<file path="config.mk">
export PLATFORM = sky130hd
export DESIGN_NAME = multi_ctrl
export DESIGN_NICKNAME = d
export VERILOG_FILES = /design/src/rtl/multi_ctrl_pkg.sv /design/src/rtl/multi_ctrl_alu_dec.sv /design/src/rtl/multi_ctrl.sv
export SDC_FILE = /design/constraint.sdc
export NUM_CORES = 1
export LEC_CHECK = 0
export BUFFER_PORTS_ARGS = -buffer_cell sky130_fd_sc_hd__clkbuf_2
export CORE_UTILIZATION = 40
export DETAILED_ROUTE_END_ITERATION = 6
export HOLD_SLACK_MARGIN = 0.15
export PLACE_DENSITY_LB_ADDON = 0.12
export SLEW_MARGIN = 10
export SYNTH_ARGS = -nofsm -noshare
export SYNTH_HDL_FRONTEND = slang
export SYNTH_HIERARCHICAL = 1
export SYNTH_SLANG_ARGS = --single-unit
</file>
<file path="constraint.sdc">
create_clock -name clk -period 1.8 [get_ports clk]
set_clock_uncertainty 0.1 [all_clocks]
set_input_delay 0.09 -clock clk [delete_from_list [all_inputs] [get_ports clk]]
set_output_delay 0.09 -clock clk [all_outputs]
set_load 0.01 [all_outputs]
</file>
<file path="src/rtl/multi_ctrl_pkg.sv">
// Shared encodings for the multicycle MIPS-subset control unit.
package multi_ctrl_pkg;

    typedef enum logic [3:0] {
        S_IF   = 4'd0,
        S_ID   = 4'd1,
        S_MADR = 4'd2,
        S_MRD  = 4'd3,
        S_MWB  = 4'd4,
        S_MWR  = 4'd5,
        S_REX  = 4'd6,
        S_RWB  = 4'd7,
        S_BEQ  = 4'd8,
        S_JMP  = 4'd9,
        S_IEX  = 4'd10,
        S_IWB  = 4'd11
    } state_e;

    // ALU control class a state asks the decoder for
    typedef enum logic [2:0] {
        ACLS_NONE = 3'd0,
        ACLS_ADD  = 3'd1,
        ACLS_SUB  = 3'd2,
        ACLS_FUNC = 3'd3,
        ACLS_IMM  = 3'd4
    } alu_cls_e;

    localparam logic [5:0] OP_R    = 6'h00;
    localparam logic [5:0] OP_J    = 6'h02;
    localparam logic [5:0] OP_BEQ  = 6'h04;
    localparam logic [5:0] OP_ADDI = 6'h08;
    localparam logic [5:0] OP_ANDI = 6'h0C;
    localparam logic [5:0] OP_ORI  = 6'h0D;
    localparam logic [5:0] OP_LW   = 6'h23;
    localparam logic [5:0] OP_SW   = 6'h2B;

    localparam logic [5:0] FN_ADD = 6'h20;
    localparam logic [5:0] FN_SUB = 6'h22;
    localparam logic [5:0] FN_AND = 6'h24;
    localparam logic [5:0] FN_OR  = 6'h25;
    localparam logic [5:0] FN_SLT = 6'h2A;

    localparam logic [2:0] ALU_AND = 3'b000;
    localparam logic [2:0] ALU_OR  = 3'b001;
    localparam logic [2:0] ALU_ADD = 3'b010;
    localparam logic [2:0] ALU_SUB = 3'b110;
    localparam logic [2:0] ALU_SLT = 3'b111;

    localparam logic [1:0] SRCB_B      = 2'b00;
    localparam logic [1:0] SRCB_FOUR   = 2'b01;
    localparam logic [1:0] SRCB_IMM    = 2'b10;
    localparam logic [1:0] SRCB_IMM_SH = 2'b11;

    localparam logic [1:0] PCSRC_ALU    = 2'b00;
    localparam logic [1:0] PCSRC_ALUOUT = 2'b01;
    localparam logic [1:0] PCSRC_JUMP   = 2'b10;

    function automatic logic is_known_op(input logic [5:0] op);
        case (op)
            OP_R, OP_J, OP_BEQ, OP_ADDI, OP_ANDI, OP_ORI, OP_LW, OP_SW: is_known_op = 1'b1;
            default:                                                    is_known_op = 1'b0;
        endcase
    endfunction

endpackage

</file>
<file path="src/rtl/multi_ctrl_alu_dec.sv">
// ALU function and extender-mode decode, shared by the R-type and immediate execute states.
module multi_ctrl_alu_dec
    import multi_ctrl_pkg::*;
(
    input  alu_cls_e    i_cls,
    input  logic [5:0]  i_opcode,
    input  logic [5:0]  i_funct,
    output logic [2:0]  o_alu_op_c,
    output logic        o_ext_op_c,
    output logic        o_bad_funct_c
);

    always_comb begin
        o_alu_op_c    = ALU_AND;
        o_ext_op_c    = 1'b1;
        o_bad_funct_c = 1'b0;
        case (i_cls)
            ACLS_ADD: o_alu_op_c = ALU_ADD;
            ACLS_SUB: o_alu_op_c = ALU_SUB;
            ACLS_FUNC: begin
                case (i_funct)
                    FN_ADD:  o_alu_op_c = ALU_ADD;
                    FN_SUB:  o_alu_op_c = ALU_SUB;
                    FN_AND:  o_alu_op_c = ALU_AND;
                    FN_OR:   o_alu_op_c = ALU_OR;
                    FN_SLT:  o_alu_op_c = ALU_SLT;
                    default: begin
                        o_alu_op_c    = ALU_ADD;
                        o_bad_funct_c = 1'b1;
                    end
                endcase
            end
            // logical immediates are zero-extended, addi is sign-extended
            ACLS_IMM: begin
                case (i_opcode)
                    OP_ANDI: begin
                        o_alu_op_c = ALU_AND;
                        o_ext_op_c = 1'b0;
                    end
                    OP_ORI: begin
                        o_alu_op_c = ALU_OR;
                        o_ext_op_c = 1'b0;
                    end
                    default: o_alu_op_c = ALU_ADD;
                endcase
            end
            default: ;
        endcase
    end

endmodule

</file>
<file path="src/rtl/multi_ctrl.sv">
// Multicycle control FSM: sequences ALU, memory, register file and extender per instruction.
module multi_ctrl
    import multi_ctrl_pkg::*;
#(
    parameter int unsigned CNT_W = 32
) (
    input  logic             clk,
    input  logic             rst_n,
    input  logic [5:0]       opcode,
    input  logic [5:0]       funct,
    input  logic             zero,
    output logic             pc_wr,
    output logic             iord,
    output logic             mem_rd,
    output logic             mem_wr,
    output logic             ir_wr,
    output logic             reg_dst,
    output logic             mem_to_reg,
    output logic             reg_wr,
    output logic             alu_src_a,
    output logic [1:0]       alu_src_b,
    output logic [2:0]       alu_op,
    output logic [1:0]       pc_src,
    output logic             ext_op,
    output logic             illegal,
    output logic [3:0]       state,
    output logic [CNT_W-1:0] instr_cnt
);

    state_e           r_state;
    state_e           w_next;
    alu_cls_e         w_cls;
    logic [2:0]       w_alu_op;
    logic             w_ext_op;
    logic             w_bad_funct;
    logic             w_bad_op;
    logic             w_retire;
    logic             w_pc_wr;
    logic             w_mem_rd;
    logic             w_mem_wr;
    logic             w_ir_wr;
    logic             w_reg_wr;
    logic             r_illegal;
    logic [CNT_W-1:0] r_instr_cnt;

    always_ff @(posedge clk or negedge rst_n) begin
        if (!rst_n) r_state <= S_IF;
        else        r_state <= w_next;
    end

    always_comb begin
        w_next = S_IF;
        case (r_state)
            S_IF: w_next = S_ID;
            S_ID: begin
                case (opcode)
                    OP_LW, OP_SW:             w_next = S_MADR;
                    OP_R:                     w_next = S_REX;
                    OP_BEQ:                   w_next = S_BEQ;
                    OP_J:                     w_next = S_JMP;
                    OP_ADDI, OP_ANDI, OP_ORI: w_next = S_IEX;
                    default:                  w_next = S_IF;
                endcase
            end
            S_MADR:  w_next = (opcode == OP_LW) ? S_MRD : S_MWR;
            S_MRD:   w_next = S_MWB;
            S_REX:   w_next = S_RWB;
            S_IEX:   w_next = S_IWB;
            default: w_next = S_IF;
        endcase
    end

    always_comb begin
        w_cls = ACLS_NONE;
        case (r_state)
            S_IF, S_ID, S_MADR: w_cls = ACLS_ADD;
            S_BEQ:              w_cls = ACLS_SUB;
            S_REX:              w_cls = ACLS_FUNC;
            S_IEX:              w_cls = ACLS_IMM;
            default:            w_cls = ACLS_NONE;
        endcase
    end

    multi_ctrl_alu_dec u_alu_dec (
        .i_cls         (w_cls),
        .i_opcode      (opcode),
        .i_funct       (funct),
        .o_alu_op_c    (w_alu_op),
        .o_ext_op_c    (w_ext_op),
        .o_bad_funct_c (w_bad_funct)
    );

    always_comb begin
        w_pc_wr    = 1'b0;
        iord       = 1'b0;
        w_mem_rd   = 1'b0;
        w_mem_wr   = 1'b0;
        w_ir_wr    = 1'b0;
        reg_dst    = 1'b0;
        mem_to_reg = 1'b0;
        w_reg_wr   = 1'b0;
        alu_src_a  = 1'b0;
        alu_src_b  = SRCB_B;
        pc_src     = PCSRC_ALU;
        alu_op     = w_alu_op;
        ext_op     = w_ext_op;
        case (r_state)
            S_IF: begin
                w_mem_rd  = 1'b1;
                w_ir_wr   = 1'b1;
                alu_src_b = SRCB_FOUR;
                w_pc_wr   = 1'b1;
            end
            S_ID:   alu_src_b = SRCB_IMM_SH;
            S_MADR: begin
                alu_src_a = 1'b1;
                alu_src_b = SRCB_IMM;
            end
            S_MRD: begin
                w_mem_rd = 1'b1;
                iord     = 1'b1;
            end
            S_MWB: begin
                w_reg_wr   = 1'b1;
                mem_to_reg = 1'b1;
            end
            S_MWR: begin
                w_mem_wr = 1'b1;
                iord     = 1'b1;
            end
            S_REX:  alu_src_a = 1'b1;
            S_RWB: begin
                w_reg_wr = 1'b1;
                reg_dst  = 1'b1;
            end
            S_BEQ: begin
                alu_src_a = 1'b1;
                pc_src    = PCSRC_ALUOUT;
                w_pc_wr   = zero;
            end
            S_JMP: begin
                pc_src  = PCSRC_JUMP;
                w_pc_wr = 1'b1;
            end
            S_IEX: begin
                alu_src_a = 1'b1;
                alu_src_b = SRCB_IMM;
            end
            S_IWB:  w_reg_wr = 1'b1;
            default: ;
        endcase
    end

    // write enables held off for the whole time reset is asserted
    assign pc_wr  = rst_n & w_pc_wr;
    assign mem_rd = rst_n & w_mem_rd;
    assign mem_wr = rst_n & w_mem_wr;
    assign ir_wr  = rst_n & w_ir_wr;
    assign reg_wr = rst_n & w_reg_wr;

    assign w_bad_op = (r_state == S_ID) && !is_known_op(opcode);
    assign w_retire = (r_state == S_MWB) || (r_state == S_MWR) || (r_state == S_RWB) ||
                      (r_state == S_BEQ) || (r_state == S_JMP) || (r_state == S_IWB);

    always_ff @(posedge clk or negedge rst_n) begin
        if (!rst_n) begin
            r_illegal   <= 1'b0;
            r_instr_cnt <= '0;
        end else begin
            if (w_bad_op || ((r_state == S_REX) && w_bad_funct)) r_illegal <= 1'b1;
            if (w_retire) r_instr_cnt <= r_instr_cnt + CNT_W'(1);
        end
    end

    assign illegal   = r_illegal;
    assign instr_cnt = r_instr_cnt;
    assign state     = r_state;

endmodule

</file>
* Word level (Yosys, flattened, before mapping)
Index checks and enable logic that the tools add are counted.
** Word-level totals
- Register bits after elaboration :: 37
** Operators by class
- Eq/ne operators :: 27
- Reductions and logical operators :: 23
- Mux-type cells :: 23
- Bitwise logic cells :: 5
- Add/sub/neg operators :: 1
** Operators by type and width (number)
- $eq A6 B6 Y1 const B :: 7
- $pmux W3 S4 :: 3
- $add A32 B1 Y32 const B :: 1
- $pmux W4 S6 :: 1
- $pmux W4 S5 :: 1
- $eq A6 B4 Y1 const B :: 3
- $eq A4 B3 Y1 const B :: 4
- $eq A4 B4 Y1 const B :: 4
- $mux W1 :: 13
- $reduce_or A2 Y1 :: 6
- $reduce_or A3 Y1 :: 3
- $eq A4 B2 Y1 const B :: 2
- $pmux W2 S2 :: 2
- $reduce_or A8 Y1 :: 1
- $eq A3 B2 Y1 const B :: 2
- $eq A6 B2 Y1 const B :: 1
- $eq A6 B3 Y1 const B :: 1
- $logic_not A6 Y1 :: 1
- $logic_or A1 B1 Y1 :: 6
- $pmux W2 S3 :: 1
- $and A1 B1 Y1 :: 5
- $reduce_or A5 Y1 :: 1
- $eq A4 B1 Y1 const B :: 1
- $logic_not A4 Y1 :: 1
- 7 further kinds :: 8

* Depth between registers and ports, before layout
Gate-level depths: netlist of the first run.
- Word-level depth :: 7
- Mapped depth :: 8
- Mapped depth without buffers :: 7

* Hierarchy
The synthesis of the first run kept the hierarchy.
** Modules (own cells, without submodules)
- multi_ctrl :: times used 1, seq. area each 925.9 sq um, cells an instance 219, area an instance 2031.9 sq um
- multi_ctrl_alu_dec :: times used 1, seq. area each 0.0 sq um, cells an instance 21, area an instance 158.9 sq um

* Least setup slack after synthesis of the first run
Ideal clock, no wire load.
- Path type :: reg2reg
- Start point :: register r_state[1] (netlist: state[1])
- End point :: register r_instr_cnt[19] (netlist: instr_cnt[19])
- Arrival time :: 1703 ps
- Setup slack :: -82 ps
- Cell stages (with the launch flop) :: 7
- Period minus slack after synthesis :: 1882 ps
- Path through :: dfrtp_1 > buf_2 > nor2b_1 > or3_1 > buf_2 > nor4_1 > xor2_1
** On the way
- Word-level cells in the longest chain between the ends :: 6
- Elaborated cells between the ends (all ways) :: 11
- Those cells by class :: 6 x eq/ne; 5 x reduce/logical
** Ends and longest elaborated chain
- start: declaration :: RTL line multi_ctrl.sv:30 : state_e r_state;
- start signal: assignment :: RTL line multi_ctrl.sv:48 : else r_state <= w_next;
- $eq A4 B3 Y1 :: RTL line multi_ctrl.sv:162 : assign w_retire = (r_state == S_MWB) || (r_state == S_MWR) || (r_state == S_RWB) ||
- $logic_or A1 B1 Y1 (3 in a row) :: RTL line multi_ctrl.sv:162
- $logic_or A1 B1 Y1 :: RTL line multi_ctrl.sv:163 : (r_state == S_BEQ) || (r_state == S_JMP) || (r_state == S_IWB);
- $logic_or A1 B1 Y1 (*) :: RTL line multi_ctrl.sv:163
- end signal: assignment :: RTL line multi_ctrl.sv:171 : if (w_retire) r_instr_cnt <= r_instr_cnt + CNT_W'(1);
- end: declaration :: RTL line multi_ctrl.sv:44 : logic [CNT_W-1:0] r_instr_cnt;
Every way passes the cells marked *; elsewhere a longest branch is shown, timed or not.
A chain may end at the register's enable or synchronous reset.

* Worst setup path after layout of the first run
- Start point :: register r_state[2] (netlist: state[2])
- End point :: output alu_op[1]
** On the way
- Word-level cells in the longest chain between the ends :: 5
- Elaborated cells between the ends (all ways) :: 13
- Those cells by class :: 9 x eq/ne; 2 x mux; 2 x reduce/logical
** Ends and longest elaborated chain
- $eq A4 B1 Y1 (tied with other cells) :: RTL line multi_ctrl.sv:75 : case (r_state)
- $reduce_or A3 Y1 :: RTL line multi_ctrl.sv:75
- $pmux W3 S4 (*) :: RTL line multi_ctrl.sv:75
- net w_cls[1] :: RTL line multi_ctrl.sv:32 : alu_cls_e w_cls;
- $eq A3 B3 Y1 (tied with other cells) :: RTL line multi_ctrl_alu_dec.sv:17 : case (i_cls)
- $pmux W3 S4 (*) :: RTL line multi_ctrl_alu_dec.sv:17
- end: declaration :: RTL line multi_ctrl.sv:22 : output logic [2:0] alu_op,
The timed path passes the listed nets; every way through them passes the cells marked *.

==> results of run 1 <==
==> power breakdown <==
group | total [mW] | switching, mW | leakage (nW) | internal [mW]
clock network | 0.575 | 0.308 | 0.0439 | 0.267
logic | 0.875 | 0.477 | 1.08 | 0.398
registers | 0.952 | 0.0609 | 0.494 | 0.891
==> cell usage in the layout, fill, tap and decap left out, types with 3 or more instances in the layout <==
cell            n
nor4_4          3
nand2b_1        3
dfrtp_2         5
nor3_4          4
xnor2_1        17
a21oi_1         3
nor3_2          4
o21ai_0         3
nor2_1         23
and3_1          6
and4_1          5
nand4_1        14
nand3_1        11
nor3_1          6
clkbuf_8        5
inv_1           4
nand2b_4        4
buf_4          32
nor4_2          5
nand2_1        18
buf_6           7
nor3b_1         3
dlygate4sd3_1   5
clkbuf_2       65
xor2_1         16
dfrtp_1        32
==> final cells by class <==
cell class,instances,area (um^2),share of cell area [%]
sequential,37,932.1,28.15
clock buffer,5,68.82,2.078
inverter,5,18.77,0.5667
multi-input combinational,189,1483,44.77
timing repair buffer,111,704.4,21.27
clock inverter,3,17.52,0.5289
tap,70,87.58,2.645
==> what timing repair did <==
action	in CTS	in global routing
gates resized for setup	21	35
endpoints found under the hold margin	41	0
pin swaps	6	17
buffers inserted	7	2
setup endpoints to repair	6	26
hold buffers	5	0
==> logic make-up after synthesis <==
logic type	Yosys count
simple gates	130
flops	37
xor+xnor	35
compound gates	21
buf+inv	14
mux	2
fa+ha+maj	1
==> state kept, by name (all words and copies together) (netlist names) <==
name / cells
state: 4
illegal: 1
instr_cnt: 32
==> cells in the mapped netlist, types with 3 or more instances <==
cell type | count | area [um^2]
dfrtp_1 | 37 | 925.9
nor2_1 | 26 | 97.59
nand2_1 | 20 | 75.07
xnor2_1 | 18 | 157.7
xor2_1 | 17 | 148.9
nand4_1 | 14 | 87.58
nor3_1 | 14 | 70.07
nand3_1 | 11 | 55.05
nand2b_1 | 7 | 43.79
and3_1 | 6 | 37.54
clkbuf_1 | 6 | 22.52
nor3b_1 | 6 | 45.04
nor4_1 | 6 | 37.54
and4_1 | 5 | 43.79
inv_1 | 5 | 18.77
a21oi_1 | 4 | 20.02
buf_2 | 3 | 15.01
o21ai_0 | 3 | 15.01
==> worst paths after layout <==
kind	from	endpoint	slack [ns]
max	state[2]	alu_op[1]	-0.16
min	funct[3]	illegal	0.16
max reg2reg	state[3]	instr_cnt[11]	0.02
min reg2reg	instr_cnt[31]	instr_cnt[31]	0.38
max in group asynchronous	rst_n	state[3]	0.86
min in group asynchronous	rst_n	instr_cnt[9]	0.37
==> critical path, cell delays in order (launching register included) <==
cell and delay, ns:
dfrtp_2 0.45, nand2b_4 0.17, nor3_4 0.04, or2_4 0.26
nor3b_4 0.24, inv_1 0.08, o32ai_2 0.08, buf_2 0.16
==> stage by stage <==
stage          setup WS [ns]  area [um^2]  hold slack (ns)  utilization [%]  total power [mW]
2_1_floorplan       -0.06744         2236          -0.3056                -             1.329
3_3_place_gp         0.03481         2840           0.1479            54.57             1.664
3_5_place_dp       -0.002361         2840           0.1539            54.57             1.675
4_1_cts              -0.1281         3123           0.1582            60.00             2.338
5_1_grt              -0.2340         3312           0.2116            63.63             2.547
6_report             -0.1634         3312           0.1640            63.63             2.402
==> per-layer routing <==
layer  GRT usage, %  share of wire, %  vias to the layer above
met5              0                 0                        -
met4          5.385               1.5                        0
met2          33.00                49                       58
met1          26.86                45                     1046
met3          5.749               4.6                       10
li1               -                 -                     1068
==> results.tsv, run 1 <==
metric	value	unit
status	finished, violations left	
violations	setup timing	
worstMarginPinSlew	0.4881	ns
path_clk_slew	0.08	ns
fin_cells	420	
ioPinCount	69	
drc_errors	0	
clkLatencyLatePin	0.29	ns
crit_arrival	1.77	ns
syn_inst	240	
power_leakage	1.621	nW
grt_pass1_wl	9.680	mm
vias	2182	
track_usage	20.40	%
synth_nets	256	
cts_buffer_depth	2	
grt_max_degree	38	
fin_setup_tns	-0.5180	ns
ys_types	43	
ff2ff_path_depth	5	
hpwl	3.996	mm
drt_pass1_iterations	4	
cts-root-buf	clkbuf_8	
io_buffer_count	68	
rsz0062_at_grt	true	
overflow	0	
fin_crit_sh	109.1	%
start_util	42.09	%
max_slew_margin	67.46	%
area_growth	51.17	%
synth_seq_cells	37	
setup_viol	5	
die_x	76.01	um
synth_compound_area_share	6.967	%
required	1.61	ns
fp.coreArea	0.005205	mm^2
final_antenna_net_count	0	
yosys.area_share.xor_xnor	13.99	%
rows	26	
holdCritPathClass	in2reg	
max_freq	509.3	MHz
cts_sinks	37	
slew_viol_final	0	
antenna_cells	0	
cts_buffers	5	
syn_area_per_cell	9.129	um^2
gp_congestion	0.8072	
async_reset_ff_share	100.0	%
viasPerCell	5.195	
die_h	76.01	um
report.final.hold_viol_count	0	
wire_per_inst	14.03	um
synth.area.mux_share	0.9709	%
period_needed	1.963	ns
grt_pass1_vias	2132	
layout.nets	365	
syn_area	0.002191	mm^2
maxCapViolCount	0	
crit_path_max_fanout	5	
synth_ff_type	dfrtp_1	
h-tree-depth	2	
synth_edf_count	0	
drt_iter0_drc	79	
cts_tree	built	
die-area	0.005777	mm^2
min_path_cells	5	
fin_ws	-0.1634	ns
path_class	reg2out	
drive_gt1_share	46.57	%
drt_wl_total	5.894	mm
antenna_found_initial	0	
yosys_warnings	6	
critPathLaunchType	flop	
synth_seq_area_share	42.26	%
synth-simple-area-share	32.67	%
end_kind	output port	
place_inst	398	
vdd_drop_max	342.2	uV
power_density	725.2	mW/mm^2
synth_top_family_by_area	simple AND/OR/NAND/NOR gates	
fillers	454	
synth-adder-area-share	0.5711	%
Note: power is estimated with default switching activity, not from simulation.
==> run 2: changes to the inputs <==
--- a/config.mk
+++ b/config.mk
@@ -13,5 +13,4 @@
 export SLEW_MARGIN = 10
 export SYNTH_ARGS = -nofsm -noshare
 export SYNTH_HDL_FRONTEND = slang
-export SYNTH_HIERARCHICAL = 1
 export SYNTH_SLANG_ARGS = --single-unit
==> run 2 against run 1 <==
  * The flow still finishes with violations (setup timing)
  * Design area shrank 8.7%
  * Flip-flop and latch count is the same
  * Core utilization shrank 0.44 points
  * Hold slack gained 0.021 ns
  * Global-route usage shrank 0.067 points
  * Critical path depth shrank 1
  * Clock power rose by 28%
  * Via count down 12%
  * Wire length shrank 14%
  * Sequential power down 2%
  * Area after synthesis fell by 8.3%
  * Critical endpoint is now alu_op[0]
  * Largest cell class unchanged
==> results.tsv, run 2 <==
metric	value	unit	change
die_h	72.88	um	-4.1%
synth_seq_area_share	46.08	%	+3.8 points
ioPinCount	69		unchanged
grt_max_degree	20		-47%
synth_nets	222		-13%
ff2ff_path_depth	7		+2
grt_pass1_vias	1838		-14%
worstMarginPinSlew	0.3977	ns	-0.09046 ns
crit_arrival	1.64	ns	-0.13 ns
final_antenna_net_count	0		unchanged
syn_area_per_cell	9.755	um^2	+6.9%
holdCritPathClass	in2reg		
report.final.hold_viol_count	0		unchanged
fp.coreArea	0.004786	mm^2	-8.1%
yosys_warnings	0		-6
drt_wl_total	5.044	mm	-14%
syn_area	0.002009	mm^2	-8.3%
synth_ff_type	dfrtp_1		
path_clk_slew	0.07	ns	about the same
slew_viol_final	0		unchanged
ys_top_cells_by_area	dfrtp_1, xnor2_1, nor2_1		
status	finished, violations left		
clkLatencyLatePin	0.28	ns	about the same
crit_cells	6		-1
wire_per_inst	12.93	um	-7.8%
final_common_cell	clkbuf_2		
maxCapViolCount	0		unchanged
whs_endpoint	illegal		
gp_congestion	0.7961		-1.4%
hpwl	3.487	mm	-13%
ys_types	39		-9.3%
area_growth	50.50	%	
h-tree-depth	2		unchanged
yosysMostFrequentCell	dfrtp_1		
power_leakage	1.487	nW	-8.3%
min_path_cells	4		-1
crit_chain	buf_6 -> nand2b_4 -> nor4b_4 -> buf_4 -> a32o_1 -> buf_2		
start_util	41.99	%	-0.10 points
crit_path_max_fanout	6		+1
violations	setup timing		
yosys.area.top_type	dfrtp_1		
critPathLaunchType	flop		
reg2reg_from	state[2]		
drt_iter0_drc	64		-19%
syn_inst	206		-14%
fillers	424		-6.6%
antenna_found_initial	0		unchanged
rsz0062_at_grt	true		
synth_top_cell_area_share	46.08	%	+3.8 points
synthTopCellsByCount	dfrtp_1, xnor2_1, nor2_1, nand2_1, nand3_1		
max_freq	545.2	MHz	+7.1%
antenna_cells	0		unchanged
whs	0.1846	ns	+0.02062 ns
path_buf_inv	3		+1
required	1.61	ns	about the same
hold_start	funct[5]		
path_class	reg2out		
max_slew_margin	72.80	%	+5.3 points
layout.nets	338		-7.4%
cts_buffer_depth	2		unchanged
async_reset_ff_share	100.0	%	unchanged
fin_crit_sh	101.9	%	-7.2 points
power_density	818.2	mW/mm^2	+13%
cts_tree	built		
cp_slowest_stage_delay	0.42	ns	-0.03 ns
drt_pass1_iterations	4		unchanged
overflow	0		unchanged
cts_sinks	37		unchanged
reg2reg_to	instr_cnt[29]		
path_delay_family	buffers and inverters		
worst-r2r-setup-slack	0.06	ns	+0.04 ns
viasPerCell	4.949		-4.7%
end_kind	output port		
synth_edf_count	0		unchanged
grt_pass1_wl	8.266	mm	-15%
setup_viol	2		-3
layout_common_cells	clkbuf_2, dfrtp_1, buf_4, xnor2_1, nor2_1		
slowest_stage	dfrtp_1		
fin_util	63.19	%	-0.44 points
vdd_drop_max	491.1	uV	+44%
cts-root-buf	clkbuf_8		
die-area	0.005311	mm^2	-8.1%
period_needed	1.834	ns	-0.1293 ns
track_usage	20.33	%	-0.067 points
post-place-ws	-0.06611	ns	-0.06375 ns
largest_reg_flops	32		unchanged
fin_setup_tns	-0.03456	ns	+0.4834 ns
drc_errors	0		unchanged
die_x	72.88	um	-4.1%
synth_seq_cells	37		unchanged
rows	25		-3.8%
cts_buffers	5		unchanged
fin_ws	-0.03413	ns	+0.1293 ns
io_buffer_count	68		unchanged
vias	1930		-12%
drive_gt1_share	40.87	%	-5.7 points
run 2: changes by cell type in the layout (fill, tap and decap cells not counted), moves of 3 or more:
cell,previous run,this run
nor2b_1,1,5
nand3_1,11,15
dlygate4sd3_1,5,12
dfrtp_1,32,37
dfrtp_2,5,0
nand4_1,14,11
nand2_1,18,14
nor4_2,5,0
nor3_4,4,0
xor2_1,16,4
xnor2_1,17,28
run 2: tightest hold or removal path: cells and delay by family:
| family | cells | cell delay, ns |
|---|---|---|
| simple gates | 2 | 0.24 |
| compound gates | 1 | 0.13 |
| buf+inv | 1 | 0.07 |
run 2: cell type report:
cell class              instances  area, um^2  area share [%]
multi-input cells             159        1137           37.61
flip-flops and latches         37       925.9           30.62
repair buffers                116       749.5           24.78
clock buffers                   7       86.33           2.855
well taps                      67       83.83           2.772
clock inverters                 1       30.03          0.9930
inverters                       3       11.26          0.3724
run 2: where the power goes:
group | switching [mW] | leakage [nW] | internal (mW)
clock | 0.286 | 0.0585 | 0.452
combinational | 0.440 | 0.926 | 0.364
sequential | 0.0376 | 0.502 | 0.895
run 2: how the worst max path moves through the flow:
stage / startpoint / endpoint / slack, ns
2_1_floorplan: state[1] / instr_cnt[24] / 0.006
4_1_cts: state[2] / alu_op[0] / -0.02
3_3_place_gp: state[2] / instr_cnt[24] / 0.002
6_report: state[2] / alu_op[0] / -0.03
3_5_place_dp: state[2] / instr_cnt[20] / -0.07
5_1_grt: state[2] / alu_op[0] / -0.08
run 2: cell families after synthesis:
logic type	Yosys count	share of synthesized area (%)
compound gates	20	7.037
xor+xnor	33	14.38
fa+ha+maj	1	0.6226
buf+inv	10	1.868
flops	37	46.08
mux	2	1.059
simple gates	103	28.96
run 2: layer usage:
layer | up-vias | GRT usage, % | routed length [um]
met5 | - | 0 | 0
met4 | 0 | 6.536 | 23
met3 | 2 | 4.558 | 140
met1 | 923 | 24.96 | 2210
met2 | 39 | 35.41 | 2670
li1 | 966 | - | -
run 2: repair_timing:
item / 4_1_cts / 5_1_grt
endpoints found under the hold margin: 42 / 0
pin swaps: 7 / 12
gates resized for setup: 10 / 20
setup endpoints to repair: 18 / 25
hold buffers: 12 / 0
buffers inserted: 8 / 1
run 2: stage by stage:
step | cell area, um^2 | instances | power, mW
floorplan | 2009 | 206 | 1.317
global placement | 2610 | 361 | 1.655
detailed placement | 2610 | 361 | 1.657
CTS | 2954 | 389 | 2.458
global route | 3024 | 390 | 2.603
finish | 3024 | 390 | 2.474
